`src/rtl/fifo_sync_param.sv`:
```
// Parametrised single-clock FIFO with arbitrary depth, programmable
// almost-full/almost-empty thresholds, occupancy count and a choice of
// registered-read or first-word-fall-through output.
module fifo_sync_param #(
  parameter int FIFO_WIDTH = 16,
  parameter int FIFO_DEPTH = 8,
  parameter int AF_THRESH  = FIFO_DEPTH - 1,
  parameter int AE_THRESH  = 1,
  parameter int FWFT       = 0,
  localparam int CNT_W     = $clog2(FIFO_DEPTH + 1)
) (
  input  logic                  clk,
  input  logic                  rst,
  input  logic [FIFO_WIDTH-1:0] data_in,
  input  logic                  wr_en,
  input  logic                  rd_en,
  output logic [FIFO_WIDTH-1:0] data_out,
  output logic                  rd_valid,
  output logic                  wr_ack,
  output logic                  overflow,
  output logic                  underflow,
  output logic                  full,
  output logic                  empty,
  output logic                  almostfull,
  output logic                  almostempty,
  output logic [CNT_W-1:0]      count
);

  localparam int PTR_W = (FIFO_DEPTH > 1) ? $clog2(FIFO_DEPTH) : 1;
  localparam logic [PTR_W-1:0] PTR_LAST = PTR_W'(FIFO_DEPTH - 1);

  if (!(FIFO_DEPTH >= 2 && AE_THRESH >= 1 && AE_THRESH < AF_THRESH &&
        AF_THRESH < FIFO_DEPTH)) begin : g_bad_params
    $fatal(1, "fifo_sync_param: need 1 <= AE_THRESH < AF_THRESH < FIFO_DEPTH, FIFO_DEPTH >= 2");
  end

  logic [FIFO_WIDTH-1:0] mem_q [FIFO_DEPTH];
  logic [PTR_W-1:0]      wr_ptr_q, wr_ptr_d;
  logic [PTR_W-1:0]      rd_ptr_q, rd_ptr_d;
  logic [CNT_W-1:0]      count_q, count_d;
  logic                  wr_ack_q, overflow_q, underflow_q;
  logic                  wr_acc, rd_acc;

  // Flags are pure decodes of the occupancy counter.
  assign full        = (count_q == CNT_W'(FIFO_DEPTH));
  assign empty       = (count_q == '0);
  assign almostfull  = (count_q >= CNT_W'(AF_THRESH)) && !full;
  assign almostempty = (count_q <= CNT_W'(AE_THRESH)) && !empty;
  assign count       = count_q;

  assign wr_acc = wr_en && !full;
  assign rd_acc = rd_en && !empty;

  assign wr_ack    = wr_ack_q;
  assign overflow  = overflow_q;
  assign underflow = underflow_q;

  // Next pointers wrap explicitly at the last entry; count moves only on write-only or read-only.
  always_comb begin
    wr_ptr_d = wr_ptr_q;
    rd_ptr_d = rd_ptr_q;
    count_d  = count_q;
    if (wr_acc) wr_ptr_d = (wr_ptr_q == PTR_LAST) ? '0 : wr_ptr_q + PTR_W'(1);
    if (rd_acc) rd_ptr_d = (rd_ptr_q == PTR_LAST) ? '0 : rd_ptr_q + PTR_W'(1);
    if (wr_acc && !rd_acc)      count_d = count_q + CNT_W'(1);
    else if (rd_acc && !wr_acc) count_d = count_q - CNT_W'(1);
  end

  // Storage array; not cleared by reset, writes blocked while reset is held.
  always_ff @(posedge clk) begin
    if (!rst && wr_acc) mem_q[wr_ptr_q] <= data_in;
  end

  // Pointers, counter and one-cycle status pulses.
  always_ff @(posedge clk or posedge rst) begin
    if (rst) begin
      wr_ptr_q    <= '0;
      rd_ptr_q    <= '0;
      count_q     <= '0;
      wr_ack_q    <= 1'b0;
      overflow_q  <= 1'b0;
      underflow_q <= 1'b0;
    end else begin
      wr_ptr_q    <= wr_ptr_d;
      rd_ptr_q    <= rd_ptr_d;
      count_q     <= count_d;
      wr_ack_q    <= wr_acc;
      overflow_q  <= wr_en && full;
      underflow_q <= rd_en && empty;
    end
  end

  if (FWFT == 0) begin : g_std
    logic [FIFO_WIDTH-1:0] data_q, data_d;
    logic                  rd_valid_q;

    // Registered read port: load the head word on an accepted read, otherwise hold.
    always_comb begin
      data_d = data_q;
      if (rd_acc) data_d = mem_q[rd_ptr_q];
    end

    // Read data register and its one-cycle valid strobe.
    always_ff @(posedge clk or posedge rst) begin
      if (rst) begin
        data_q     <= '0;
        rd_valid_q <= 1'b0;
      end else begin
        data_q     <= data_d;
        rd_valid_q <= rd_acc;
      end
    end

    assign data_out = data_q;
    assign rd_valid = rd_valid_q;
  end else begin : g_fwft
    // Head word is always presented; rd_en pops it.
    assign data_out = mem_q[rd_ptr_q];
    assign rd_valid = !empty;
  end

endmodule

```
`config.mk`:
```
export PLATFORM = sky130hd
export DESIGN_NAME = fifo_sync_param
export DESIGN_NICKNAME = d
export VERILOG_FILES = /design/src/rtl/fifo_sync_param.sv
export SDC_FILE = /design/constraint.sdc
export NUM_CORES = 1
export LEC_CHECK = 0
export CORE_MARGIN = 3
export CORE_UTILIZATION = 50
export DETAILED_ROUTE_END_ITERATION = 12
export PLACE_DENSITY = 0.77
export SYNTH_ARGS = -nofsm -noshare
export SYNTH_HDL_FRONTEND = slang
export SYNTH_SLANG_ARGS = --single-unit
export TNS_END_PERCENT = 1
```
`constraint.sdc`:
```
create_clock -name clk -period 3.65 [get_ports clk]
set_input_delay 0.73 -clock clk [delete_from_list [all_inputs] [get_ports clk]]
set_output_delay 0.73 -clock clk [all_outputs]
set_load 0.02 [all_outputs]
```
==> results of run 1 <==
## layer usage
metal  GRT usage (%)  part of all wire [%]
met1            23.6                    42
met3            3.88                   5.1
met4            10.1                   2.5
met5               0                     0
met2            30.5                    51
## cell usage in the layout (no fill, tap or decap), types with 2 or more instances in the layout
| cell type | netlist | routed |
|---|---|---|
| a22o_1 | 16 | 16 |
| and2_1 | 2 | 2 |
| buf_4 | 2 | 12 |
| bufinv_16 | 0 | 3 |
| clkbuf_1 | 5 | 2 |
| clkbuf_16 | 0 | 17 |
| clkbuf_8 | 0 | 3 |
| clkdlybuf4s50_1 | 0 | 47 |
| clkinv_2 | 0 | 3 |
| clkinvlp_4 | 0 | 3 |
| dfrtp_1 | 30 | 29 |
| edfxtp_1 | 128 | 128 |
| ha_1 | 9 | 9 |
| inv_1 | 8 | 8 |
| mux2_1 | 2 | 2 |
| mux2_2 | 36 | 36 |
| mux2i_1 | 33 | 33 |
| nand2_1 | 4 | 4 |
| nand2b_1 | 3 | 3 |
| nand4_1 | 2 | 2 |
| nor2_1 | 11 | 11 |
| nor3_2 | 0 | 2 |
| o21ai_0 | 19 | 19 |
| o22ai_1 | 16 | 16 |
| o31ai_1 | 7 | 7 |
| o31ai_2 | 9 | 9 |
| xnor2_1 | 2 | 2 |
| xor2_1 | 2 | 2 |
## sequential cells by signal, summed over array words and instances, names as in the netlist
name and cells:
rd_valid 1, underflow 1, overflow 1, data_out 16, rd_ptr_q 3, wr_ptr_q 3, mem_q 128, count 4
wr_ack 1
## worst max path at each step
stage,end,from,slack (ns),cells past startpoint
final,empty,count[1],0.74,4
after global routing,almostempty,count[0],0.65,4
after CTS,empty,count[1],0.72,4
after detailed placement,mem_q[4][1],rst,0.87,5
after global placement,mem_q[0][1],rst,1.03,5
after floorplan,mem_q[1][0],rst,0.38,3
## critical path, cell delays in order (launching register included)
cell and delay [ns]:
dfrtp_1 0.43, inv_1 0.13, ha_1 0.24, nor3b_4 0.28, clkdlybuf4s50_1 0.66
## cell type report
class | instances | area, sq um
Tap cell | 168 | 210
Inverter | 8 | 30.0
Clock inverter | 10 | 136
Fill cell | 912 | 4580
Clock buffer | 22 | 474
Timing Repair Buffer | 60 | 581
Sequential cell | 158 | 4600
Multi-Input combinational cell | 184 | 1600
## logic make-up (layout without fill, tap and decap cells)
family | count (synthesis) | count (layout) | synth area share, %
DFF | 158 | 158 | 72.4
muxes | 71 | 71 | 12.0
AOI/OAI and AO/OA | 68 | 68 | 7.97
and+or+nand+nor | 32 | 32 | 2.84
buffers and inverters | 26 | 100 | 2.47
adders and majority gates | 9 | 9 | 1.78
xor gates and xnor gates | 4 | 4 | 0.552
## power by group through the flow
| stage | logic (mW) | registers [mW] | clock network [mW] |
|---|---|---|---|
| after floorplan | 1.22 | 2.54 | 0 |
| after global placement | 1.89 | 2.43 | 0 |
| after detailed placement | 1.95 | 2.45 | 0 |
| after CTS | 1.96 | 2.41 | 1.82 |
| after global routing | 2.10 | 2.45 | 1.88 |
| final | 1.95 | 2.41 | 1.79 |
## metrics by stage
step | setup slack (ns) | utilization, % | hold slack [ns] | power [mW] | cell area (sq um)
6_report | 0.744 | 62.5 | 0.526 | 6.15 | 7630
5_1_grt | 0.653 | 62.5 | 0.561 | 6.43 | 7630
4_1_cts | 0.715 | 62.5 | 0.532 | 6.20 | 7630
3_5_place_dp | 0.868 | 57.5 | 0.518 | 4.40 | 7020
3_3_place_gp | 1.03 | 57.5 | 0.512 | 4.32 | 7020
2_1_floorplan | 0.376 | - | 0.540 | 3.75 | 6340
==> flow_metrics.env, run 1 <==
export IMPL_status="finished clean"
export IMPL_htreeDepth=4
export IMPL_hold_end="data_out[14]"
export IMPL_place_hpwl_mm=7.37
export IMPL_p_clk_share_pct=29.1
export IMPL_drc=0
export IMPL_power_leakage_nw=2.74
export IMPL_die_w_um=119
export IMPL_grt_pass1_wl_mm=19.5
export IMPL_grt_max_degree=68
export IMPL_fin_setup_tns_ns=0
export IMPL_min_period_ns=2.91
export IMPL_syn2layout_area_growth_pct=20.3
export IMPL_start_util_pct=51.9
export IMPL_clk_pin_slew_ns=0.06
export IMPL_netlist_top_cells_area="edfxtp_1 61%, dfrtp_1 12%, mux2_2 6.4%"
export IMPL_synth_edff_count=128
export IMPL_dieHeight_um=119
export IMPL_coreArea_sq_um=12200
export IMPL_p_sw_share_pct=30.8
export IMPL_n_antenna_cell=0
export IMPL_maxCapViolCount=0
export IMPL_ys_types=33
export IMPL_gp_congestion=0.767
export IMPL_reg2reg_depth=9
export IMPL_start_kind="flop"
export IMPL_postCtsSetupBuffers=0
export IMPL_overflow=0
export IMPL_seq_area_frac_synth_pct=72.4
export IMPL_grt_antenna_before_repair=0
export IMPL_slew_violations=0
export IMPL_synth_top_area_cell="edfxtp_1"
export IMPL_powerDensity_nw_per_um2=806
export IMPL_post_cts_resized=0
export IMPL_dieArea_sq_um=14100
export IMPL_yosys_warnings=0
export IMPL_finalCritPeriodShare_pct=79.6
export IMPL_relSlewSlack_pct=40.9
export IMPL_first_global_vias=3555
export IMPL_first_pass_iters=4
export IMPL_p_sw_mw=1.90
export IMPL_critPathRequiredTime_ns=2.92
export IMPL_synthesis_nets=397
export IMPL_worstPathArrival_ns=2.18
export IMPL_wl_per_cell_um=20.4
export IMPL_irDropWorstVdd_mv=0.422
export IMPL_synth_ff_type="edfxtp_1"
export IMPL_nNetsFinal=458
export IMPL_fin_skew_ns=0.00638
export IMPL_drt_wl_total_mm=12.4
export IMPL_holdCritPathClass="flop to flop"
export IMPL_cts_tree="yes"
export IMPL_rsz0062_at_grt="false"
export IMPL_cts_root_buf="clkbuf_16"
export IMPL_setup_violations=0
export IMPL_io_buffers=47
export IMPL_final_cells=610
export IMPL_num_vias=3388
export IMPL_sequentialPowerShare_pct=39.2
export IMPL_cp_end_kind="output port"
export IMPL_synth_most_common_cell="edfxtp_1"
export IMPL_drt_initial_drc_count=220
export IMPL_cts_buffer_depth=2
export IMPL_r2r_setup_slack_ns=1.16
export IMPL_holdBufCountCts=0
export IMPL_hold_viol=0
export IMPL_comb_power_share_pct=31.7
export IMPL_min_from="data_out[14]"
export IMPL_syn_area_sq_um=6340
export IMPL_async_flop_share_pct=19.0
export IMPL_io_pins=48
export IMPL_synth_top_area_share_pct=60.6
export IMPL_clock_latency_ns=0.42
export IMPL_synth_common_cells="128 x edfxtp_1, 36 x mux2_2, 33 x mux2i_1"
export IMPL_cts_sinks=158
export IMPL_critical_path_class="flop to output port"
export IMPL_p_int_mw=4.25
export IMPL_grt_usage_pct=18.7
export IMPL_avgSynthCellArea_sq_um=17.2
export IMPL_drive_gt1_share_pct=21.3
export IMPL_ant_nets=0
export IMPL_worst_pin_slew_ns=0.882
export IMPL_ys_ff_latch=158
export IMPL_cts_buffers_inserted=17
export IMPL_netlist_instances=368
export IMPL_timing_rr_end="count[3]"
export IMPL_viasPerCell=5.55
export IMPL_reg2reg_from="count[0]"
export IMPL_crit_path_max_fanout=6
export IMPL_fmax_mhz=344
export IMPL_holdPathStages=2
export IMPL_dp_cells=578
export IMPL_rows=40
No activity file was read; power rests on OpenSTA's default activity.
==> inputs of run 2 (changes only) <==
==> constraint.sdc (replaced) <==
create_clock -name clk -period 3 [get_ports clk]
set_input_delay 0.6 -clock clk [delete_from_list [all_inputs] [get_ports clk]]
set_output_delay 0.6 -clock clk [all_outputs]
set_load 0.02 [all_outputs]
==> flow_metrics.env, run 2 (same netlist as run 1, synthesis figures left out) <==
export IMPL_met2_usage_pct=30.3
export IMPL_critical_path_class="flop to output port"
export IMPL_clk_pin_slew_ns=0.05
export IMPL_maxCapViolCount=0
export IMPL_holdCritPathClass="flop to flop"
export IMPL_die_w_um=119
export IMPL_cts_buffers_inserted=17
export IMPL_coreArea_sq_um=12200
export IMPL_cts_tree="yes"
export IMPL_irDropWorstVdd_mv=0.480
export IMPL_largest_reg_flops=128
export IMPL_critPathMaxStageDelay_ns=0.68
export IMPL_dpl_cell_area_sq_um=7030
export IMPL_rows=40
export IMPL_final_cell_mix="128 x edfxtp_1, 47 x clkdlybuf4s50_1, 36 x mux2_2"
export IMPL_postCtsSetupBuffers=0
export IMPL_power_total_mw=7.32
export IMPL_drive_gt1_share_pct=20.9
export IMPL_nNetsFinal=460
export IMPL_dp_cells=580
export IMPL_fmax_mhz=363
export IMPL_first_global_vias=3540
export IMPL_htreeDepth=4
export IMPL_status="finished clean"
export IMPL_critPathRequiredTime_ns=2.40
export IMPL_holdBufCountCts=0
export IMPL_grt_pass1_wl_mm=19.6
export IMPL_worst_pin_slew_ns=0.895
export IMPL_clock_latency_ns=0.41
export IMPL_crit_chain="inv_1 -> ha_1 -> nor3b_4 -> clkdlybuf4s50_1"
export IMPL_gp_congestion=0.752
export IMPL_fin_skew_ns=0.0134
export IMPL_powerDensity_nw_per_um2=964
export IMPL_grt_use_met1_pct=23.9
export IMPL_utilization_pct=62.2
export IMPL_wl_per_cell_um=20.4
export IMPL_gr_usage_met3_pct=4.78
export IMPL_cp_end_kind="output port"
export IMPL_drt_initial_drc_count=250
export IMPL_final_cells=612
export IMPL_io_pins=48
export IMPL_cpMaxStageDelayCell="clkdlybuf4s50_1"
export IMPL_final_common_cell="edfxtp_1"
export IMPL_drc=0
export IMPL_setup_violations=0
export IMPL_min_period_ns=2.75
export IMPL_grt_busiest_layer="met2"
export IMPL_dieArea_sq_um=14100
export IMPL_crit_path_max_fanout=7
export IMPL_grt_antenna_before_repair=0
export IMPL_dieHeight_um=119
export IMPL_fin_setup_tns_ns=0
export IMPL_rsz0062_at_grt="false"
export IMPL_cts_buffer_depth=2
export IMPL_viasPerCell=5.54
export IMPL_relSlewSlack_pct=40.3
export IMPL_slew_violations=0
export IMPL_cts_root_buf="clkbuf_16"
export IMPL_finalCritPeriodShare_pct=91.7
export IMPL_place_hpwl_mm=7.26
export IMPL_first_pass_iters=6
export IMPL_io_buffers=47
export IMPL_start_util_pct=51.9
export IMPL_num_vias=3393
export IMPL_fin_area_sq_um=7600
export IMPL_n_antenna_cell=0
export IMPL_worstPathArrival_ns=2.15
export IMPL_start_kind="flop"
export IMPL_top_register="mem_q"
export IMPL_grt_max_degree=48
export IMPL_grt_usage_pct=18.7
export IMPL_ant_nets=0
export IMPL_cts_sinks=158
export IMPL_drt_wl_total_mm=12.5
export IMPL_post_cts_resized=0
export IMPL_syn2layout_area_growth_pct=19.8
export IMPL_power_leakage_nw=2.73
export IMPL_overflow=0
export IMPL_hold_viol=0
[run 2: cell types whose count changed in the layout (fill, tap and decap cells not counted), sizes merged]
cell / delta
clkinv: +4
buf: +2
clkbuf: -3
bufinv: -1
[run 2: area by class of cell]
class                   count  area, sq um
fillers                   905         4610
flip-flops and latches    158         4600
multi-input cells         184         1600
repair buffers             62          596
clock buffers              19          443
well taps                 168          210
clock inverters            13          123
inverters                   8         30.0
[run 2: path summary, 6_finish.rpt]
check | start | endpoint | slack, ns | depth (start not counted)
max in group asynchronous | rst | rd_ptr_q[0] | 2.10 | 3
worst min register to register | data_out[14] | data_out[14] | 0.51 | 2
worst min-delay path | data_out[14] | data_out[14] | 0.51 | 2
min in group asynchronous | rst | data_out[6] | 0.58 | 3
worst max register to register | count[0] | count[3] | 0.71 | 9
worst max-delay path | count[0] | empty | 0.25 | 4
[run 2: where the power goes]
group	switching [mW]	internal [mW]	leakage, nW
logic	1.22	1.10	0.946
registers	0.286	2.71	1.52
clock network	0.775	1.23	0.271
total	2.28	5.04	2.73
[run 2: through the flow]
step           hold WS, ns  worst slack [ns]
5_1_grt              0.558            0.0830
2_1_floorplan        0.540            -0.143
3_3_place_gp         0.505             0.662
4_1_cts              0.515             0.180
3_5_place_dp         0.502             0.578
6_report             0.508             0.249
[run 2: routing by layer]
metal | share of wire [%] | routed length [um]
met1 | 41 | 5100
met2 | 52 | 6520
met3 | 5.9 | 734
met4 | 1.0 | 127
met5 | 0 | 0
[run 2: critical path, delay by kind of cell, from the launching register on]
kind	cells	cell delay, ns
buf+inv	2	0.80
flops	1	0.45
simple gates	1	0.29
fa+ha+maj	1	0.21
